**src/rtl/imem_responder_pkg.sv**
```systemverilog
// Shared processor definitions: fetch-responder FSM encoding and the NOP word.
package imem_responder_pkg;

    typedef enum logic [1:0] {
        S_EMPTY = 2'd0,
        S_LOAD  = 2'd1,
        S_READY = 2'd2
    } imem_state_t;

    // Word returned for fetches outside the loaded program.
    localparam logic [15:0] IMEM_NOP = 16'h0000;

endpackage

```
**src/rtl/imem_array.sv**
```systemverilog
// Instruction storage: one write port, one registered read port, no reset.
module imem_array #(
    parameter int DATA_WIDTH = 16,
    parameter int ADDR_WIDTH = 8
) (
    input  logic                  clk,
    input  logic                  i_we,
    input  logic [ADDR_WIDTH-1:0] i_waddr,
    input  logic [DATA_WIDTH-1:0] i_wdata,
    input  logic                  i_re,
    input  logic [ADDR_WIDTH-1:0] i_raddr,
    output logic [DATA_WIDTH-1:0] o_rdata
);

    logic [DATA_WIDTH-1:0] r_mem [2**ADDR_WIDTH];
    logic [DATA_WIDTH-1:0] r_rdata;

    // Write port and read port; the read register holds while i_re is low.
    always_ff @(posedge clk) begin
        if (i_we) begin
            r_mem[i_waddr] <= i_wdata;
        end
        if (i_re) begin
            r_rdata <= r_mem[i_raddr];
        end
    end

    assign o_rdata = r_rdata;

endmodule

```
**src/rtl/imem_responder.sv**
```systemverilog
// Instruction memory responder: accepts a program from a loader, then serves
// fetches with one cycle of latency, returning NOP beyond the loaded length.
// Loader handshake: a beat transfers on a rising edge where load_valid_i and
// load_ready_o are both high; load_ready_o depends on state only.
module imem_responder
    import imem_responder_pkg::*;
#(
    parameter int DATA_WIDTH = 16,
    parameter int ADDR_WIDTH = 8
) (
    input  logic                  clk,
    input  logic                  rst,
    input  logic [ADDR_WIDTH-1:0] im_addr_i,
    input  logic                  im_rd_i,
    output logic [DATA_WIDTH-1:0] im_data_o,
    output logic                  im_valid_o,
    input  logic                  load_start_i,
    input  logic [ADDR_WIDTH:0]   load_len_i,
    input  logic                  load_valid_i,
    input  logic [DATA_WIDTH-1:0] load_data_i,
    output logic                  load_ready_o,
    output logic                  load_done_o,
    output logic                  load_err_o,
    output logic                  busy_o,
    output imem_state_t           dbg_state_o
);

    localparam logic [ADDR_WIDTH:0] DEPTH = {1'b1, {ADDR_WIDTH{1'b0}}};

    imem_state_t           r_state;
    imem_state_t           w_next_state;
    logic [ADDR_WIDTH:0]   r_len;
    logic [ADDR_WIDTH:0]   r_wr_ptr;
    logic                  r_done;
    logic                  r_err;
    logic                  r_valid;
    logic                  r_zero;
    logic [DATA_WIDTH-1:0] w_rd_data;
    logic                  w_idle;
    logic                  w_len_ok;
    logic                  w_start_ok;
    logic                  w_start_bad;
    logic                  w_beat;
    logic                  w_last;
    logic                  w_hit;

    // Load control decode and next-state selection.
    always_comb begin
        w_next_state = r_state;
        w_idle       = (r_state != S_LOAD);
        w_len_ok     = (load_len_i != '0) && (load_len_i <= DEPTH);
        w_start_ok   = load_start_i && w_idle && w_len_ok;
        w_start_bad  = load_start_i && w_idle && !w_len_ok;
        w_beat       = load_valid_i && (r_state == S_LOAD);
        w_last       = w_beat && (r_wr_ptr == r_len - 1'b1);
        // A fetch hits only in S_READY, inside the program, and not in the
        // cycle a reload is accepted (the reload hides the old program).
        w_hit        = (r_state == S_READY) && !w_start_ok &&
                       ({1'b0, im_addr_i} < r_len);
        case (r_state)
            S_EMPTY, S_READY: if (w_start_ok) w_next_state = S_LOAD;
            S_LOAD:           if (w_last)     w_next_state = S_READY;
            default:          w_next_state = S_EMPTY;
        endcase
    end

    // State register plus load bookkeeping and completion/error pulses.
    always_ff @(posedge clk or negedge rst) begin
        if (!rst) begin
            r_state  <= S_EMPTY;
            r_len    <= '0;
            r_wr_ptr <= '0;
            r_done   <= 1'b0;
            r_err    <= 1'b0;
        end else begin
            r_state <= w_next_state;
            r_done  <= w_last;
            r_err   <= w_start_bad;
            if (w_start_ok) begin
                r_len    <= load_len_i;
                r_wr_ptr <= '0;
            end else if (w_beat) begin
                r_wr_ptr <= r_wr_ptr + 1'b1;
            end
        end
    end

    // Fetch response flags; r_zero forces NOP and holds with the read data.
    always_ff @(posedge clk or negedge rst) begin
        if (!rst) begin
            r_valid <= 1'b0;
            r_zero  <= 1'b1;
        end else begin
            r_valid <= im_rd_i && (r_state == S_READY) && !w_start_ok;
            if (im_rd_i) begin
                r_zero <= !w_hit;
            end
        end
    end

    imem_array #(
        .DATA_WIDTH (DATA_WIDTH),
        .ADDR_WIDTH (ADDR_WIDTH)
    ) u_array (
        .clk     (clk),
        .i_we    (w_beat),
        .i_waddr (r_wr_ptr[ADDR_WIDTH-1:0]),
        .i_wdata (load_data_i),
        .i_re    (im_rd_i),
        .i_raddr (im_addr_i),
        .o_rdata (w_rd_data)
    );

    assign im_data_o    = r_zero ? DATA_WIDTH'(IMEM_NOP) : w_rd_data;
    assign im_valid_o   = r_valid;
    assign load_ready_o = (r_state == S_LOAD);
    assign busy_o       = (r_state == S_LOAD);
    assign load_done_o  = r_done;
    assign load_err_o   = r_err;
    assign dbg_state_o  = r_state;

endmodule

```
**config.mk**
```make
export PLATFORM = sky130hd
export DESIGN_NAME = imem_responder
export DESIGN_NICKNAME = d
export VERILOG_FILES = /design/src/rtl/imem_responder_pkg.sv /design/src/rtl/imem_array.sv /design/src/rtl/imem_responder.sv
export SDC_FILE = /design/constraint.sdc
export NUM_CORES = 2
export LEC_CHECK = 0
export CAP_MARGIN = 25
export CORE_UTILIZATION = 35
export DETAILED_ROUTE_END_ITERATION = 8
export SYNTH_ARGS = -nofsm -noshare
export SYNTH_HDL_FRONTEND = slang
export SYNTH_SLANG_ARGS = --single-unit
```
**constraint.sdc**
```tcl
create_clock -name clk -period 3.3 [get_ports clk]
set_clock_uncertainty 0.05 [all_clocks]
set_input_delay 0.33 -clock clk [delete_from_list [all_inputs] [get_ports clk]]
set_output_delay 0.33 -clock clk [all_outputs]
set_load 0.05 [all_outputs]
```
==> reports/results.txt <==
grt total ovfl - 0
Post-Synthesis Cells - 7323
total global-route track usage - 18.2%
vias in the first global route - 79689
nets - 8262
Crit Path Class - in2reg
relative slew slack - 15.7%
post-CTS setup buffer count - 0
sw frac - 22.4%
max-slew violations - 0
via count - 79462
R2R depth - 8
Worst-path clk slew - 0.06 ns
RSZ-0062 raised after global routing - false
required time worst endpoint - 3.97 ns
Least-Margin Pin Slew - 1.26 ns
RePlAce Congestion - 0.840
post-CTS sizing - 0
Post-synth EDFFs - 4112
FFs w/ async S/R, synth - 0.580%
Die Wd - 674 um
die footprint - 0.454 mm2
R2R Path Start - u_array.r_mem[244][3]$_DFFE_PP_
crit path capture type - flop
top cells by area, synth - edfxtp_1 78%, mux4_2 11%, mux2i_1 3.0%, o22ai_1 1.1%, a22o_1 0.81%
Unique masters post-synth - 53
met3 usage - 2.68%
outcome - finished clean
Comb pwr share - 6.6%
Max-Cap Viols - 0
crit path to - u_array.o_rdata[14]$_DFFE_PP_
synthesized cell area - 0.158 mm2
IO Port Bufs - 60
placed cell area - 0.172 mm2
final setup vio count - 0
Clock Path Buffers - 4
drt pass-1 iters - 8
Synth area leader - edfxtp_1
core footprint - 0.449 mm2
leakage - 59.1 nW
Final Hold Viols - 0
CP startpoint - im_addr_i[6]
Non-Filler Instances - 14531
largest net degree at the start of global routing - 126
IO Count - 61
RR Endpoint - u_array.o_rdata[3]$_DFFE_PP_
Placed Cells - 13731
WP data arrival - 3.85 ns
reg2reg setup slack - 0.13 ns
min cycle time layout - 3.18 ns
syn_area_per_cell - 21.6 um2
Area Overhead vs Synth - 17.3%
GRT met2 Usage - 29.6%
worst ir drop on vdd - 0.514 mV
number of buffers created by CTS - 403
Clock Root Buffer - clkbuf_16
Seq/Total Area, Yosys - 78.5%
CP max FO - 20
initial antenna violation count - 23
Syn Nets - 7373
sequential fraction of design power - 52.9%
1st-iter DRT viols - 9836
Tcrit/Tclk final - 96.4%
H-Tree Depth - 5
Initial Util - 35.2%
M1 GR Usage - 25.1%
first-pass GRT wire length - 598000 um
worst hold path class - in2reg
top cell type's share of synthesized area - 78.1%
Vias per Instance - 5.47
internal power - 0.0859 W
sw power - 0.0248 W
worst skew pair latency - 1.01 ns
Power Density - 597 mW/mm2
maximum clock frequency - 314 MHz
CTS tree - done
Ys Warns - 0
ANT nets after route - 0
most used routing layer in global routing - met2
number of synthesized register bits - 4136
height of the die - 674 um
Clock power frac - 40.5%
row count - 246
wire per inst - 29.1 um
dpl hpwl - 261000 um
final wirelength - 423000 um
CP startpoint kind - input pin
Residual DRC - 0
share of layout cells above drive strength 1 - 26.6%
Final Instance Area - 0.185 mm2
Primary FF master, synth - edfxtp_1
Sinks on Clock Net - 4136
-- stage by stage --
stage / hold WS, ns / util, % / worst slack, ns / power (W) / setup TNS (ns)
final: 0.154 / 41.3 / 0.119 / 0.111 / 0
after global routing: 0.114 / 41.3 / 0.158 / 0.114 / 0
after CTS: 0.0919 / 41.3 / 0.183 / 0.111 / 0
after detailed placement: 0.428 / 38.4 / -0.792 / 0.0669 / -4.95
after global placement: 0.417 / 38.4 / -0.828 / 0.0668 / -5.48
after floorplan: -0.0156 / - / -0.174 / 0.0628 / -341.50
-- critical path, stage by stage --
cell and delay, ns:
clkdlybuf4s50_1 0.56, nor2b_1 0.33, buf_4 0.19, nand2_1 0.17, buf_12 0.23, o22ai_1 0.67, nor4_1 0.14, a221oi_1 1.01
nor3_1 0.14
-- power by group through the flow --
stage / Combinational [W] / Clock, W / Sequential, W
after detailed placement: 0.00728 / 0 / 0.0597
after floorplan: 0.00334 / 0 / 0.0595
after CTS: 0.00732 / 0.0455 / 0.0585
after global placement: 0.00717 / 0 / 0.0596
after global routing: 0.00759 / 0.0475 / 0.0585
final: 0.00730 / 0.0449 / 0.0585
-- cells in the final DEF, fill, tap and decap left out, types with 28 or more instances in the layout --
master           Yosys  routed
a21oi_1             94      94
a221oi_1            93      93
a22o_1             146     146
a22oi_1             95      95
buf_12               0     158
buf_4               60     690
bufinv_16            0      30
clkbuf_1           222      93
clkbuf_16            0     405
clkdlybuf4s50_1      0      39
clkinv_1             0     106
clkinv_2             0      71
diode_2              0      32
dlygate4sd3_1        0      28
edfxtp_1          4112    4112
mux2i_1            470     470
mux4_2             796     796
nand2_1             61      59
nor2_1             278     229
nor2_2               0      48
nor2b_1             40      37
nor3_1             116     115
nor4_1              65      65
o22ai_1            290     290
-- flip-flops by register name (all words and copies together) (netlist names) --
signal           cells
u_array.r_mem     4096
im_valid_o           1
load_done_o          1
r_len                9
dbg_state_o          2
u_array.o_rdata     16
load_err_o           1
r_zero               1
r_wr_ptr             9
-- per-layer routing --
layer / routed length [um] / share of wire, %
met1: 172000 / 41
met2: 205000 / 48
met3: 31400 / 7.4
met4: 15400 / 3.6
met5: 19 / 0.0045
-- cells in the mapped netlist (23+ instances only) --
cell type	number
nor2_1	278
clkbuf_1	222
buf_4	60
nand3_1	32
buf_6	55
a21oi_1	94
a22o_1	146
nand2_1	61
dfrtp_1	23
mux2i_1	470
a221oi_1	93
buf_1	37
nand4_1	23
o22ai_1	290
a22oi_1	95
edfxtp_1	4112
nor4_1	65
nor3_1	116
nor2b_1	40
mux4_2	796
buf_2	69
-- how the worst min path moves through the flow --
stage / from / endpoint / slack (ns) / cells after the start
after global routing: im_rd_i / u_array.o_rdata[13]$_DFFE_PP_ / 0.11 / 2
after detailed placement: r_len[8]$_DFFE_PN0P_ / r_zero$_DFFE_PN1P_ / 0.43 / 1
final: im_rd_i / u_array.o_rdata[11]$_DFFE_PP_ / 0.15 / 2
after floorplan: rst / dbg_state_o[0]$_DFFE_PN0P_ / -0.02 / 0
after CTS: im_rd_i / u_array.o_rdata[11]$_DFFE_PP_ / 0.09 / 2
after global placement: r_len[8]$_DFFE_PN0P_ / r_zero$_DFFE_PN1P_ / 0.42 / 1
-- area by class of cell --
class	count	area (um2)
diodes	32	80.1
inverters	14	52.6
clock buffers	503	10600
multi-input cells	2722	31700
repair buffers	935	9310
fillers	38901	264000
clock inverters	237	2210
well taps	5952	7450
flip-flops and latches	4136	124000
-- what timing repair did --
item	4_1_cts	5_1_grt
hold buffers	28	0
hold endpoints to repair	1198	0
setup endpoints to repair	0	0
-- logic make-up (layout without fill, tap and decap cells) --
| kind of cell | count (synthesis) | after routing | synth area share (%) |
|---|---|---|---|
| flops | 4136 | 4136 | 78.5 |
| other cells | 0 | 32 | 0 |
| buf+inv | 465 | 1689 | 1.59 |
| compound gates | 781 | 781 | 3.50 |
| xor+xnor | 21 | 21 | 0.116 |
| fa+ha+maj | 12 | 12 | 0.0950 |
| mux | 1267 | 1267 | 14.3 |
| simple gates | 641 | 641 | 1.90 |
Power figures use the tool's default switching activity.
